===== config.mk =====
export PLATFORM = sky130hd
export DESIGN_NAME = seg_scan_ctrl_flat
export DESIGN_NICKNAME = d
export VERILOG_FILES = /design/src/rtl/seg_scan_ctrl_pkg.sv /design/src/rtl/seg_scan_ctrl_if.sv /design/src/rtl/seg_scan_ctrl_seg_driver.sv /design/src/rtl/seg_scan_ctrl.sv /design/src/flat_wrapper.sv
export SDC_FILE = /design/constraint.sdc
export NUM_CORES = 1
export LEC_CHECK = 0
export CAP_MARGIN = 15
export CORE_ASPECT_RATIO = 1.1
export CORE_MARGIN = 8
export CORE_UTILIZATION = 56
export DETAILED_ROUTE_END_ITERATION = 12
export PLACE_DENSITY = 0.79
export SYNTH_ARGS = -nofsm -noshare
export SYNTH_HDL_FRONTEND = slang
export SYNTH_SLANG_ARGS = --single-unit

===== constraint.sdc =====
create_clock -name clk -period 2.6 [get_ports clk]
set_input_delay 0.52 -clock clk [delete_from_list [all_inputs] [get_ports clk]]
set_output_delay 0.52 -clock clk [all_outputs]
set_load 0.02 [all_outputs]

===== src/rtl/seg_scan_ctrl_pkg.sv =====
// Shared constants for the multiplexed 7-segment scanner:
// segment encodings, the dark pattern and the slot FSM states.
package seg_scan_ctrl_pkg;

  typedef enum logic {
    GUARD = 1'b0,
    DRIVE = 1'b1
  } scan_state_t;

  localparam logic [6:0] SEG_OFF = 7'b1111111;

  // Active-low gfedcba patterns for hex digits 0..F
  localparam logic [6:0] SEG_CODE [16] = '{
    7'b1000000, 7'b1111001, 7'b0100100, 7'b0110000,
    7'b0011001, 7'b0010010, 7'b0000010, 7'b1111000,
    7'b0000000, 7'b0011000, 7'b0001000, 7'b0000011,
    7'b1000110, 7'b0100001, 7'b0000110, 7'b0001110
  };

endpackage


===== src/rtl/seg_scan_ctrl_if.sv =====
// Load handshake, scan enable and display outputs of the segment scanner.
interface seg_scan_ctrl_if #(
  parameter int N_DIGITS = 4
);
  logic                    en;
  logic                    ld_valid;
  logic [4*N_DIGITS-1:0]   ld_data;
  logic [N_DIGITS-1:0]     ld_blank;
  logic                    ld_ready;
  logic [N_DIGITS-1:0]     AN;
  logic [6:0]              SEG;
  logic                    frame_start;

  modport master (
    output en, ld_valid, ld_data, ld_blank,
    input  ld_ready, AN, SEG, frame_start
  );

  modport slave (
    input  en, ld_valid, ld_data, ld_blank,
    output ld_ready, AN, SEG, frame_start
  );
endinterface


===== src/rtl/seg_scan_ctrl_seg_driver.sv =====
// Combinational hex-to-segment decoder (active-low gfedcba).
module seg_scan_ctrl_seg_driver
  import seg_scan_ctrl_pkg::*;
(
  input  logic [3:0] hex,
  output logic [6:0] seg
);

  assign seg = SEG_CODE[hex];

endmodule


===== src/rtl/seg_scan_ctrl.sv =====
// Time-multiplexed 7-segment scanner with guard blanking per digit slot and
// frame-aligned double-buffered display loads.
module seg_scan_ctrl
  import seg_scan_ctrl_pkg::*;
#(
  parameter int N_DIGITS  = 4,
  parameter int TICK_DIV  = 50000,
  parameter int GUARD_CYC = 4
) (
  input  logic          clk,
  input  logic          rst_n,
  seg_scan_ctrl_if.slave bus
);

  localparam int TW = $clog2(TICK_DIV);
  localparam int IW = $clog2(N_DIGITS);
  localparam logic [TW-1:0] TICK_LAST = TW'(TICK_DIV - 1);
  localparam logic [TW-1:0] GUARD_END = TW'(GUARD_CYC);
  localparam logic [IW-1:0] IDX_LAST  = IW'(N_DIGITS - 1);

  logic [TW-1:0]         tick_cnt_reg;
  logic [IW-1:0]         idx_reg;
  scan_state_t           state_reg;
  logic [4*N_DIGITS-1:0] disp_data_reg;
  logic [N_DIGITS-1:0]   disp_blank_reg;
  logic                  pend_reg;
  logic [4*N_DIGITS-1:0] pend_data_reg;
  logic [N_DIGITS-1:0]   pend_blank_reg;
  logic [N_DIGITS-1:0]   an_reg;
  logic [6:0]            seg_reg;
  logic                  fs_reg;

  logic [TW-1:0]         tick_inc;
  logic                  slot_wrap;
  logic                  frame_wrap;
  logic                  ld_accept;
  logic [N_DIGITS-1:0]   digit_sel;
  logic                  blank_cur;
  logic [3:0]            nibble_cur;
  logic [6:0]            dec_seg;
  logic [N_DIGITS-1:0]   an_next;
  logic [6:0]            seg_next;

  assign tick_inc   = tick_cnt_reg + 1'b1;
  assign slot_wrap  = bus.en && (tick_cnt_reg == TICK_LAST);
  assign frame_wrap = slot_wrap && (idx_reg == IDX_LAST);
  assign ld_accept  = bus.ld_valid && !pend_reg;

  genvar gi;
  generate
    for (gi = 0; gi < N_DIGITS; gi++) begin : g_sel
      assign digit_sel[gi] = (idx_reg == IW'(gi));
    end
  endgenerate

  assign blank_cur  = |(digit_sel & disp_blank_reg);
  assign nibble_cur = disp_data_reg[{idx_reg, 2'b00} +: 4];

  // One decoder, shared by all digits through the current scan index
  seg_scan_ctrl_seg_driver u_seg_driver (
    .hex (nibble_cur),
    .seg (dec_seg)
  );

  always_comb begin
    an_next  = '1;
    seg_next = SEG_OFF;
    if (bus.en && (state_reg == DRIVE) && !blank_cur) begin
      an_next  = ~digit_sel;
      seg_next = dec_seg;
    end
  end

  always_ff @(posedge clk) begin
    if (!rst_n) begin
      tick_cnt_reg   <= '0;
      idx_reg        <= '0;
      state_reg      <= GUARD;
      disp_data_reg  <= '0;
      disp_blank_reg <= '1;
      pend_reg       <= 1'b0;
      pend_data_reg  <= '0;
      pend_blank_reg <= '0;
      an_reg         <= '1;
      seg_reg        <= SEG_OFF;
      fs_reg         <= 1'b0;
    end else begin
      an_reg  <= an_next;
      seg_reg <= seg_next;
      fs_reg  <= frame_wrap;

      if (bus.en) begin
        tick_cnt_reg <= slot_wrap ? '0 : tick_inc;
        if (slot_wrap) begin
          idx_reg <= (idx_reg == IDX_LAST) ? '0 : idx_reg + 1'b1;
        end
        case (state_reg)
          GUARD: if (!slot_wrap && (tick_inc == GUARD_END)) state_reg <= DRIVE;
          DRIVE: if (slot_wrap) state_reg <= GUARD;
          default: state_reg <= GUARD;
        endcase
      end

      // A load taken on the wrap itself waits for the next frame boundary
      if (frame_wrap && pend_reg) begin
        disp_data_reg  <= pend_data_reg;
        disp_blank_reg <= pend_blank_reg;
        pend_reg       <= 1'b0;
      end else if (ld_accept) begin
        pend_data_reg  <= bus.ld_data;
        pend_blank_reg <= bus.ld_blank;
        pend_reg       <= 1'b1;
      end
    end
  end

  assign bus.ld_ready    = !pend_reg;
  assign bus.AN          = an_reg;
  assign bus.SEG         = seg_reg;
  assign bus.frame_start = fs_reg;

endmodule


===== src/flat_wrapper.sv =====
// flat-port wrapper written by rule: the top's interface ports become plain ports
module seg_scan_ctrl_flat import seg_scan_ctrl_pkg::*;
#(
  parameter int N_DIGITS  = 4,
  parameter int TICK_DIV  = 50000,
  parameter int GUARD_CYC = 4
)
  (clk, rst_n, bus_en, bus_ld_valid, bus_ld_data, bus_ld_blank, bus_ld_ready, bus_AN, bus_SEG, bus_frame_start);
  seg_scan_ctrl_if #(.N_DIGITS(N_DIGITS)) bus_i ();
  input  logic clk;
  input  logic rst_n;
  input wire logic [$bits(bus_i.en)-1:0] bus_en;
  input wire logic [$bits(bus_i.ld_valid)-1:0] bus_ld_valid;
  input wire logic [$bits(bus_i.ld_data)-1:0] bus_ld_data;
  input wire logic [$bits(bus_i.ld_blank)-1:0] bus_ld_blank;
  output wire logic [$bits(bus_i.ld_ready)-1:0] bus_ld_ready;
  output wire logic [$bits(bus_i.AN)-1:0] bus_AN;
  output wire logic [$bits(bus_i.SEG)-1:0] bus_SEG;
  output wire logic [$bits(bus_i.frame_start)-1:0] bus_frame_start;
  assign bus_i.en = bus_en;
  assign bus_i.ld_valid = bus_ld_valid;
  assign bus_i.ld_data = bus_ld_data;
  assign bus_i.ld_blank = bus_ld_blank;
  assign bus_ld_ready = bus_i.ld_ready;
  assign bus_AN = bus_i.AN;
  assign bus_SEG = bus_i.SEG;
  assign bus_frame_start = bus_i.frame_start;
  seg_scan_ctrl #(.N_DIGITS(N_DIGITS), .TICK_DIV(TICK_DIV), .GUARD_CYC(GUARD_CYC)) u_core (.clk(clk), .rst_n(rst_n), .bus(bus_i));
endmodule

==> run metrics <==
WL per Instance=between 10 and 15 um; Slew @ Worst Pin=roughly 640 ps; TritonCTS sink count=72; num ports=37; final hold vios=0; post-synthesis sequential area ratio=a little over two fifths; DIE HEIGHT=around 97 um; Die X=approximately 90 um; total track usage=between 10% and 20%; vias in the first global route=approximately 2.7k; Layout area overhead=17.6%; Pins Over Slew Limit=0; Synth async-reset ratio=0%; via count=~2.7k; Leak=approximately 1.4 nW; Worst Path Arrival=2590 ps; Avg Cell Area, Syn=8.69 sq um; min Tclk post-route=~2400 ps; Reg2Reg Setup Slack=between 200 and 250 ps; slew margin rel.=between 50% and 60%; synth warn=0; gr ovfl total=0; worst hold path stage count=2; number of antenna violations at the first check in global routing=0; drt drc=0; reg-to-reg endpoint=u_core.bus.SEG[3]; row cnt=29; first-pass GRT wire length=approximately 13000 um; flops & latches, synth=between 70 and 80; largest net degree at the start of global routing=36; H-tree depth=3; # setup viols final=0; area of the multi-input gates=around 1700 sq um; most used flip-flop cell after synthesis=dfxtp_1; RSZ-0062 raised after global routing=false; Crit Path Max Fanout=9; Crit. End Element=register; die area=approximately 8700 sq um; Initial Utilization=between 50% and 60%; Post-synth EDFFs=0; critical path launch point type=register; CTS buffer count=9; Max VDD drop=around 0.00044 V; Clock Path Buffers=2; worst min path class=reg -> reg; Max Cap Viol=0; fillers=roughly 460; clk_lat worst skew=350 ps; number of hold buffers added after CTS=0; Clock transition at path regs=80 ps; FF-to-FF Start=u_core.idx_reg[0]; commonest non-fill, non-tap cell in the layout=nand2_1; Hold EP=u_core.pend_blank_reg[3]; number of library cell types mapped by synthesis=53; CP required=~2800 ps; CTS tree=yes; Root Driver=clkbuf_8; M1 GR Usage=between 20% and 30%; post-DP HPWL=5090 um; First-pass DRT Iterations=6; port bufs=36; Max Fclk=roughly 420 MHz; global routing met3 resource utilization=around 4.7%; 1st-iter DRT viols=around 210; post-route ant nets=0; Core Box Area=about 5800 sq um; Register Area=approximately 1400 sq um; # Post-CTS Setup Buffers=0; status=finished, final reports clean; via/cell ratio=5.51; cts repair resizes=0; share of cells above drive strength 1=roughly 15%; post-synthesis cell count=roughly 380; Post-Syn Nets=about 420; grt met2 use=28.0%; critical path class=reg -> reg; setup TNS=0 ps; part of the cycle the worst path needs=between 90% and 100%; GPL Wtd Cong=0.852; DRT Wirelength=approximately 7300 um; cells on worst reg2reg path=6; Top Usage Layer GRT=met2; mapped cell area=3340 sq um; placed insts=between 400 and 500; commonest cells after routing, fill and taps aside=nand2_1, dfxtp_1, clkdlybuf4s50_1; Non-Filler Instances=498; Final Skew=~9.4 ps; nets@finish=451; power per cell area=roughly 540 nW/um^2; Inserted Diodes=0; Hold Startpoint=u_core.pend_blank_reg[3]
[through the flow]
step                      setup WS, ps  hold WS, ps  cell area [sq um]  utilization [%]  power (mW)
after floorplan                    474          429               3340                -        1.22
after global placement             272          446               3740             64.8        1.28
after detailed placement           183          450               3740             64.8        1.28
after CTS                          220          461               3930             68.1        2.12
after global routing              99.1          478               3930             68.1        2.19
final                              229          460               3930             68.1        2.10
[final cells by class]
type | instances | area share (%)
Multi-Input combinational cell | 279 | 44.3
Inverter | 10 | 0.956
Tap cell | 77 | 2.45
Sequential cell | 72 | 36.7
Clock buffer | 9 | 3.15
Clock inverter | 6 | 1.56
Timing Repair Buffer | 45 | 10.9
[Yosys cell counts, drive strengths merged, types with 3 or more instances]
library cell | number | share of area [%]
o221ai | 5 | 1.3
o21ai | 8 | 1.2
nand4bb | 3 | 1.0
buf | 8 | 1.9
or3 | 5 | 0.94
mux2i | 3 | 0.90
mux4 | 4 | 2.7
a211oi | 3 | 0.67
ha | 10 | 3.7
inv | 9 | 1.0
and3 | 3 | 0.71
xor2 | 7 | 1.8
nand4 | 7 | 1.9
dfxtp | 72 | 43
a21oi | 49 | 9.0
xnor2 | 3 | 0.79
nand3 | 12 | 1.8
nand2 | 104 | 13
nor3 | 5 | 0.75
nor4 | 5 | 2.0
clkbuf | 15 | 1.7
nor2 | 18 | 2.0
[critical path, cell delays in order, from the launching register on]
cell      delay (ps)
dfxtp_1          590
mux4_2           640
inv_1            140
ha_1             300
mux2_2           300
o221ai_1         160
o21ai_0          100
[per-layer routing]
metal,up-vias,part of all wire (%)
met1,1278,45
met5,-,0
met4,0,2.0
met2,64,48
met3,11,4.8
li1,1391,-
[worst max path at each step]
stage                                  from                       end  slack [ps]  depth (start not counted)
after floorplan           u_core.idx_reg[0]         u_core.bus.SEG[3]         470                          7
after global placement               bus_en         u_core.idx_reg[0]         270                          5
after detailed placement             bus_en  u_core.disp_data_reg[10]         180                          6
after CTS                 u_core.idx_reg[0]         u_core.bus.SEG[3]         220                          6
after global routing      u_core.idx_reg[0]         u_core.bus.SEG[3]         100                          6
final                     u_core.idx_reg[0]         u_core.bus.SEG[3]         230                          6
[cell families after synthesis]
kind of cell	after synthesis	synth area share (%)
flops	72	43.2
compound gates	74	14.4
buf+inv	33	4.76
fa+ha+maj	10	3.75
xor+xnor	10	2.62
simple gates	177	27.4
mux	8	3.94
[report_power, final]
part	switching, mW	total (mW)	internal, mW
Combinational	0.0573	0.114	0.0562
Sequential	0.0176	1.14	1.12
Clock	0.416	0.849	0.434
Total	0.491	2.10	1.61
No activity file was read; power rests on OpenSTA's default activity.
